File: src/rtl/dm_write_buffer.sv
`default_nettype none
// ============================================================================
// Module      : dm_write_buffer
// Description : Posted-write FIFO between the byte-enable stage and the data
//               memory port, with same-word lane merging and load hazards.
// Revision    : 1.0 - initial release
// ============================================================================
module dm_write_buffer #(
    parameter int DEPTH = 4
) (
    input  logic                     clk,
    input  logic                     reset,
    input  logic [31:0]              st_addr,
    input  logic [3:0]               st_byteen,
    input  logic [31:0]              st_wdata,
    input  logic                     ld_en,
    input  logic [31:0]              ld_addr,
    output logic                     stall,
    output logic                     empty,
    output logic [$clog2(DEPTH):0]   count,
    output logic [31:0]              m_addr,
    output logic [3:0]               m_byteen,
    output logic [31:0]              m_wdata,
    output logic                     m_wvalid,
    input  logic                     m_wready
);

    localparam int c_PTR_W = $clog2(DEPTH);
    localparam int c_CNT_W = c_PTR_W + 1;

    logic [c_PTR_W-1:0] head_q, head_d;
    logic [c_PTR_W-1:0] tail_q, tail_d;
    logic [c_CNT_W-1:0] count_q, count_d;

    logic [29:0] waddr_q  [DEPTH];
    logic [29:0] waddr_d  [DEPTH];
    logic [3:0]  byteen_q [DEPTH];
    logic [3:0]  byteen_d [DEPTH];
    logic [31:0] data_q   [DEPTH];
    logic [31:0] data_d   [DEPTH];

    logic               w_wr_req;
    logic [c_PTR_W-1:0] w_last;
    logic               w_merge;
    logic               w_full;
    logic               w_stall_w;
    logic               w_ld_hit;
    logic               w_push;
    logic               w_do_merge;
    logic               w_pop;
    logic [c_PTR_W-1:0] w_off;

    // Merge target is the newest entry; requiring two entries keeps the head
    // (possibly being presented to memory) out of reach.
    always_comb begin
        w_wr_req   = |st_byteen;
        w_last     = tail_q - c_PTR_W'(1);
        w_full     = (count_q == c_CNT_W'(DEPTH));
        w_merge    = w_wr_req && (count_q >= c_CNT_W'(2)) &&
                     (waddr_q[w_last] == st_addr[31:2]);
        w_stall_w  = w_wr_req && !w_merge && w_full;
        stall      = w_stall_w | w_ld_hit;
        w_push     = w_wr_req && !w_merge && !stall;
        w_do_merge = w_merge && !stall;
        w_pop      = (count_q != '0) && m_wready;
    end

    // An entry is live when its distance from head is below count.
    always_comb begin
        w_ld_hit = 1'b0;
        w_off    = '0;
        for (int i = 0; i < DEPTH; i++) begin
            w_off = c_PTR_W'(i) - head_q;
            if (ld_en && ({1'b0, w_off} < count_q) &&
                (waddr_q[i] == ld_addr[31:2])) begin
                w_ld_hit = 1'b1;
            end
        end
    end

    always_comb begin
        head_d   = head_q;
        tail_d   = tail_q;
        count_d  = count_q;
        waddr_d  = waddr_q;
        byteen_d = byteen_q;
        data_d   = data_q;

        if (w_do_merge) begin
            byteen_d[w_last] = byteen_q[w_last] | st_byteen;
            for (int b = 0; b < 4; b++) begin
                if (st_byteen[b]) begin
                    data_d[w_last][8*b +: 8] = st_wdata[8*b +: 8];
                end
            end
        end

        if (w_push) begin
            waddr_d[tail_q]  = st_addr[31:2];
            byteen_d[tail_q] = st_byteen;
            data_d[tail_q]   = st_wdata;
            tail_d           = tail_q + c_PTR_W'(1);
        end

        if (w_pop) begin
            head_d = head_q + c_PTR_W'(1);
        end

        case ({w_push, w_pop})
            2'b10:   count_d = count_q + c_CNT_W'(1);
            2'b01:   count_d = count_q - c_CNT_W'(1);
            default: count_d = count_q;
        endcase
    end

    always_ff @(posedge clk) begin
        if (reset) begin
            head_q  <= '0;
            tail_q  <= '0;
            count_q <= '0;
        end else begin
            head_q  <= head_d;
            tail_q  <= tail_d;
            count_q <= count_d;
        end
    end

    // Payload storage needs no reset: outputs are gated by the valid count.
    always_ff @(posedge clk) begin
        waddr_q  <= waddr_d;
        byteen_q <= byteen_d;
        data_q   <= data_d;
    end

    assign empty    = (count_q == '0);
    assign count    = count_q;
    assign m_wvalid = !empty;
    assign m_addr   = m_wvalid ? {waddr_q[head_q], 2'b00} : 32'h0;
    assign m_byteen = m_wvalid ? byteen_q[head_q] : 4'h0;
    assign m_wdata  = m_wvalid ? data_q[head_q] : 32'h0;

endmodule
`default_nettype wire

File: config.mk
export PLATFORM = sky130hd
export DESIGN_NAME = dm_write_buffer
export DESIGN_NICKNAME = d
export VERILOG_FILES = /design/src/rtl/dm_write_buffer.sv
export SDC_FILE = /design/constraint.sdc
export NUM_CORES = 1
export LEC_CHECK = 0
export CAP_MARGIN = 0
export CORE_ASPECT_RATIO = 1.2
export CORE_MARGIN = 4
export CORE_UTILIZATION = 56
export DETAILED_ROUTE_END_ITERATION = 8
export GPL_ROUTABILITY_DRIVEN = 0
export PLACE_DENSITY = 0.9
export SLEW_MARGIN = 20
export SYNTH_ARGS = -nofsm -noshare
export SYNTH_HDL_FRONTEND = slang
export SYNTH_SLANG_ARGS = --single-unit
File: constraint.sdc
create_clock -name clk -period 5.95 [get_ports clk]
set_input_delay 1.19 -clock clk [delete_from_list [all_inputs] [get_ports clk]]
set_output_delay 1.19 -clock clk [all_outputs]
set_load 0.05 [all_outputs]
==> results.md <==
Status:
- The run finished with clean final reports.

Floorplanning:
- The number of rows created at floorplan is 64.
- The starting utilization of the core area is 56.8%.
- The area enclosed by the die boundary is 28,500 µm².
- The width of the chip is 155 µm.
- The region available for standard cell placement spans 25,500 µm².
- From bottom edge to top edge, the die measures 184 µm.
- The I/O pin count is 178.

Synth:
- The cell taking the most area after synthesis is sky130_fd_sc_hd__edfxtp_1.
- The share of synthesized area in the top cell type comes to 24.9%.
- The total number of yosys warnings is 0.
- The synthesized design contains 120 enable-type register cells.
- Averaged over all synthesized cells, the footprint is 13.7 µm².
- The proportion of synthesized flip-flops having asynchronous set or reset is 0%.
- The count of unique library cells instantiated by Yosys is 59.
- The post-synthesis sequential element count is 271.
- Of the synthesized area, sequential elements account for 45.8%.
- The post-synth design cell area is 14,500 µm².
- Among all flip-flop cells after synthesis, the most frequent one is sky130_fd_sc_hd__dfxtp_1.
- By area the synthesized netlist is led by sky130_fd_sc_hd__edfxtp_1 25%, sky130_fd_sc_hd__dfxtp_1 21%, sky130_fd_sc_hd__mux4_2 13%.
- The synthesized netlist cell count is 1,054.

Setup path:
- In this run the critical register-to-register path is launched from tail_q[0].
- The destination of the worst register-to-register timing path is count[2].
- Across all register-to-register paths, the minimum setup slack is 1170 ps.
- The worst register-to-register path has a depth of 15.
- Traced cell by cell, the critical path runs through inv_1 > ha_1 > buf_12 > mux4_2 > xnor2_1 > nand4_1 > nor4_1 > and4b_1 > o21bai_1 > buf_4.
- The worst setup path is captured at a primary output.
- Of all nets on the critical path, the largest fanout is 42.
- STA classifies the critical path startpoint as a flop.
- The category of the critical setup timing path is reg -> out.
- The longest individual stage delay on the worst path is 560 ps.
- STA puts the critical path data required time at 4760 ps.
- Data on the critical path arrives at its endpoint at 4120 ps.
- The cell with the largest stage delay on the worst path is sky130_fd_sc_hd__dfxtp_2.

Clock tree:
- At the later pin of the worst-skew pair, clock insertion delay measures 540 ps.
- For this design, the CTS-stage hold fixing added 0 buffers.
- After clock tree synthesis, the clock-pin slew on the worst setup and hold paths is 60 ps.
- The clock net in this run drives a total of 271 sinks.
- In this run, CTS created clock tree buffers numbering 28.
- In this run the number of H-tree levels came out at 1.
- After clock tree synthesis, the repair step resized 0 gates.
- Counting along the longest clock path gives a buffer depth of 3.
- TritonCTS built the clock tree.
- Clock tree synthesis selected as its root buffer the cell sky130_fd_sc_hd__clkbuf_16.
- In this run the post-CTS setup repair buffer count came out at 0.

Timing:
- Headroom to the max-slew limit came out at 46.2%.
- The setup total negative slack is 0 ps.
- The maximum clock skew at final layout is 10.2 ps.
- The smallest clock period supported by the final layout is computed as 5310 ps.
- Setup violations remaining at the end of the flow were counted as 0.
- Setup repair after global routing left no endpoint under its margin.
- The final-report max-slew violation count is 0.
- The tightest hold margin is 477 ps.
- In the finished design, the share of the clock period the worst path needs comes to 89.3%.
- The final hold violation count is 0.
- The maximum clock rate is 0.188 GHz.
- The worst-margin pin slew is 786 ps.

Global route:
- The most used routing layer in global routing is met2.
- The wire length of the first global-routing pass is 57,800 µm.
- The met2 routing resource usage after global routing is 44.9%.
- The initial antenna violation count came to 1.
- Global routing used 25.9% of the available tracks.
- The total global routing overflow is 0.
- The number of global-route vias before repair was 10,200.
- Entering global routing, the biggest net connects 43 pins.
- The routing usage on met1 is 31.8%.
- The met3 track utilization from global routing is 4.64%.

Route:
- Dividing the detail-routed via count by the number of cells gives 6.32.
- The detailed router finished its first iteration with 881 violations.
- The remaining number of nets flagged by the antenna check after routing is 0.
- After detailed routing, the average wire length per cell comes to 24.3 µm.
- The routed design has 37,400 µm of wire.
- The DRC violations left is 0.
- The number of vias after detailed routing is 9,751.
- The first detailed-routing pass took 6 iterations.

Pwr:
- The clock network burns 18.5% of the power.
- For this design the ratio of total power to cell area is 549 nW/µm².
- The design draws 0.00946 W.
- The power share of the combinational group is 48.4%.
- The analysis attributes to cell leakage a power of 6.04 nW.
- Net switching is 38.7% of the power.
- The switching component of the power is 0.00366 W.
- Cell internal power was estimated by the tool at 0.00580 W.
- The worst-case IR drop observed on VDD is 458 µV.
- The part of the power in registers is 33.1%.

Hold path:
- The endpoint of the worst hold path is data_q[49].
- The path category of the worst min-delay check is reg -> reg.
- The startpoint of the tightest hold check path is data_q[49].
- Counting instances, the worst hold path has a depth of 1.

Cells and area:
- In the final layout, the share of cells above drive strength 1 is 25.9%.
- From synthesis to final layout, the design area changed by 19.0%.
- Summing all non-filler instances in the final layout gives an area of 17,200 µm².
- The final design utilization is 67.6%.
- The final-stage net count is 1,305.

Placed design:
- The number of port buffers is 171.
- Detailed placement finished with a half-perimeter wire length of 26,100 µm.
- The area after detailed placement is 16,300 µm².

Run:
- The number of violations of the max-capacitance limit is 0.
power groups by stage:
stage	clock, W	combinational (W)	sequential (W)
floorplan	0	0.00341	0.00295
global placement	0	0.00449	0.00310
detailed placement	0	0.00456	0.00315
CTS	0.00177	0.00459	0.00312
global route	0.00185	0.00483	0.00320
finish	0.00175	0.00458	0.00313
cell type report:
type                            instances  area (µm²)
Fill cell                            1721        8250
Multi-Input combinational cell        686        7340
Sequential cell                       271        6640
Timing Repair Buffer                  187        1840
Clock buffer                           46         867
Tap cell                              330         413
Inverter                               17        63.8
Clock inverter                          5        51.3
Antenna cell                            1        2.50
through the flow:
stage | std cells | setup slack, ps
final | 1543 | 637
after global routing | 1543 | 573
after CTS | 1542 | 733
after detailed placement | 1491 | 931
after global placement | 1491 | 975
after floorplan | 1055 | 962
registers in the layout, indices dropped and copies added (netlist names):
signal,count
tail_q,2
data_q,128
head_q,2
waddr_q,120
count,3
byteen_q,16
worst max-delay path by stage:
| stage | to | slack (ps) | cells past startpoint | startpoint |
|---|---|---|---|---|
| after detailed placement | stall | 930 | 8 | ld_addr[5] |
| after CTS | stall | 730 | 10 | tail_q[0] |
| after global placement | stall | 970 | 8 | ld_addr[7] |
| after floorplan | stall | 960 | 15 | tail_q[0] |
| after global routing | stall | 570 | 10 | tail_q[0] |
| final | stall | 640 | 10 | tail_q[0] |
layout by cell type, fill, tap and decap left out, types with 4 or more instances in the layout:
cell                              instances
sky130_fd_sc_hd__clkbuf_8                 7
sky130_fd_sc_hd__dfxtp_1                148
sky130_fd_sc_hd__ha_1                     9
sky130_fd_sc_hd__mux4_1                   4
sky130_fd_sc_hd__nand2b_1                 9
sky130_fd_sc_hd__nor3_1                   5
sky130_fd_sc_hd__buf_4                   16
sky130_fd_sc_hd__o32a_1                  17
sky130_fd_sc_hd__nand4_1                 31
sky130_fd_sc_hd__o21ai_0                  6
sky130_fd_sc_hd__a21oi_4                  8
sky130_fd_sc_hd__mux2i_1                 22
sky130_fd_sc_hd__a2111oi_0                4
sky130_fd_sc_hd__and2_1                  68
sky130_fd_sc_hd__a21oi_2                  8
sky130_fd_sc_hd__nor3_2                   4
sky130_fd_sc_hd__inv_1                   17
sky130_fd_sc_hd__xor2_1                  11
sky130_fd_sc_hd__mux2_4                  64
sky130_fd_sc_hd__mux4_2                  83
sky130_fd_sc_hd__nand3_1                 17
sky130_fd_sc_hd__clkbuf_16               29
sky130_fd_sc_hd__mux2_2                  74
sky130_fd_sc_hd__clkdlybuf4s50_1        170
sky130_fd_sc_hd__nor3_4                   4
sky130_fd_sc_hd__nand4b_1                 5
sky130_fd_sc_hd__a21oi_1                 25
sky130_fd_sc_hd__nor4_1                   7
sky130_fd_sc_hd__clkbuf_1                 6
sky130_fd_sc_hd__edfxtp_1               120
sky130_fd_sc_hd__nor2_1                  11
sky130_fd_sc_hd__nand2_1                 16
sky130_fd_sc_hd__xnor2_1                135
logic make-up (layout without fill, tap and decap cells):
group,after synthesis,in the layout,share of synthesized area [%]
adders and majority gates,10,10,0.917
buffers and inverters,98,255,3.48
other,1,3,0.0259
DFF,271,271,45.8
AOI/OAI and AO/OA,92,92,5.21
xor gates and xnor gates,146,146,8.84
and+or+nand+nor,189,189,8.16
muxes,247,247,27.6
per-layer routing:
layer / vias up / part of all wire, %
met3: 114 / 8.1
li1: 4252 / -
met4: 0 / 4.6
met2: 534 / 50
met5: - / 0
met1: 4851 / 37
worst max-delay path, delay by kind of cell, from the launching register on:
kind / cells / cell delay [ps]
AOI/OAI and AO/OA: 1 / 140
adders and majority gates: 1 / 380
DFF: 1 / 560
buffers and inverters: 3 / 600
xor gates and xnor gates: 1 / 500
and+or+nand+nor: 3 / 1030
muxes: 1 / 340
Yosys cell counts (3+ instances only):
| cell type | n |
|---|---|
| sky130_fd_sc_hd__a2111oi_0 | 4 |
| sky130_fd_sc_hd__a21oi_1 | 25 |
| sky130_fd_sc_hd__a21oi_2 | 8 |
| sky130_fd_sc_hd__a21oi_4 | 8 |
| sky130_fd_sc_hd__a22oi_1 | 3 |
| sky130_fd_sc_hd__a311oi_1 | 3 |
| sky130_fd_sc_hd__and2_1 | 68 |
| sky130_fd_sc_hd__buf_1 | 7 |
| sky130_fd_sc_hd__buf_4 | 7 |
| sky130_fd_sc_hd__buf_6 | 12 |
| sky130_fd_sc_hd__clkbuf_1 | 52 |
| sky130_fd_sc_hd__dfxtp_1 | 151 |
| sky130_fd_sc_hd__edfxtp_1 | 120 |
| sky130_fd_sc_hd__ha_1 | 9 |
| sky130_fd_sc_hd__inv_1 | 17 |
| sky130_fd_sc_hd__mux2_2 | 74 |
| sky130_fd_sc_hd__mux2_4 | 64 |
| sky130_fd_sc_hd__mux2i_1 | 22 |
| sky130_fd_sc_hd__mux4_1 | 4 |
| sky130_fd_sc_hd__mux4_2 | 83 |
| sky130_fd_sc_hd__nand2_1 | 16 |
| sky130_fd_sc_hd__nand2b_1 | 9 |
| sky130_fd_sc_hd__nand3_1 | 17 |
| sky130_fd_sc_hd__nand4_1 | 31 |
| sky130_fd_sc_hd__nand4b_1 | 5 |
| sky130_fd_sc_hd__nor2_1 | 11 |
| sky130_fd_sc_hd__nor3_1 | 5 |
| sky130_fd_sc_hd__nor3_2 | 4 |
| sky130_fd_sc_hd__nor3_4 | 4 |
| sky130_fd_sc_hd__nor4_1 | 7 |
| sky130_fd_sc_hd__o21ai_0 | 6 |
| sky130_fd_sc_hd__o22ai_1 | 3 |
| sky130_fd_sc_hd__o32a_1 | 17 |
| sky130_fd_sc_hd__xnor2_1 | 135 |
| sky130_fd_sc_hd__xor2_1 | 11 |
Power figures use the tool's default switching activity.
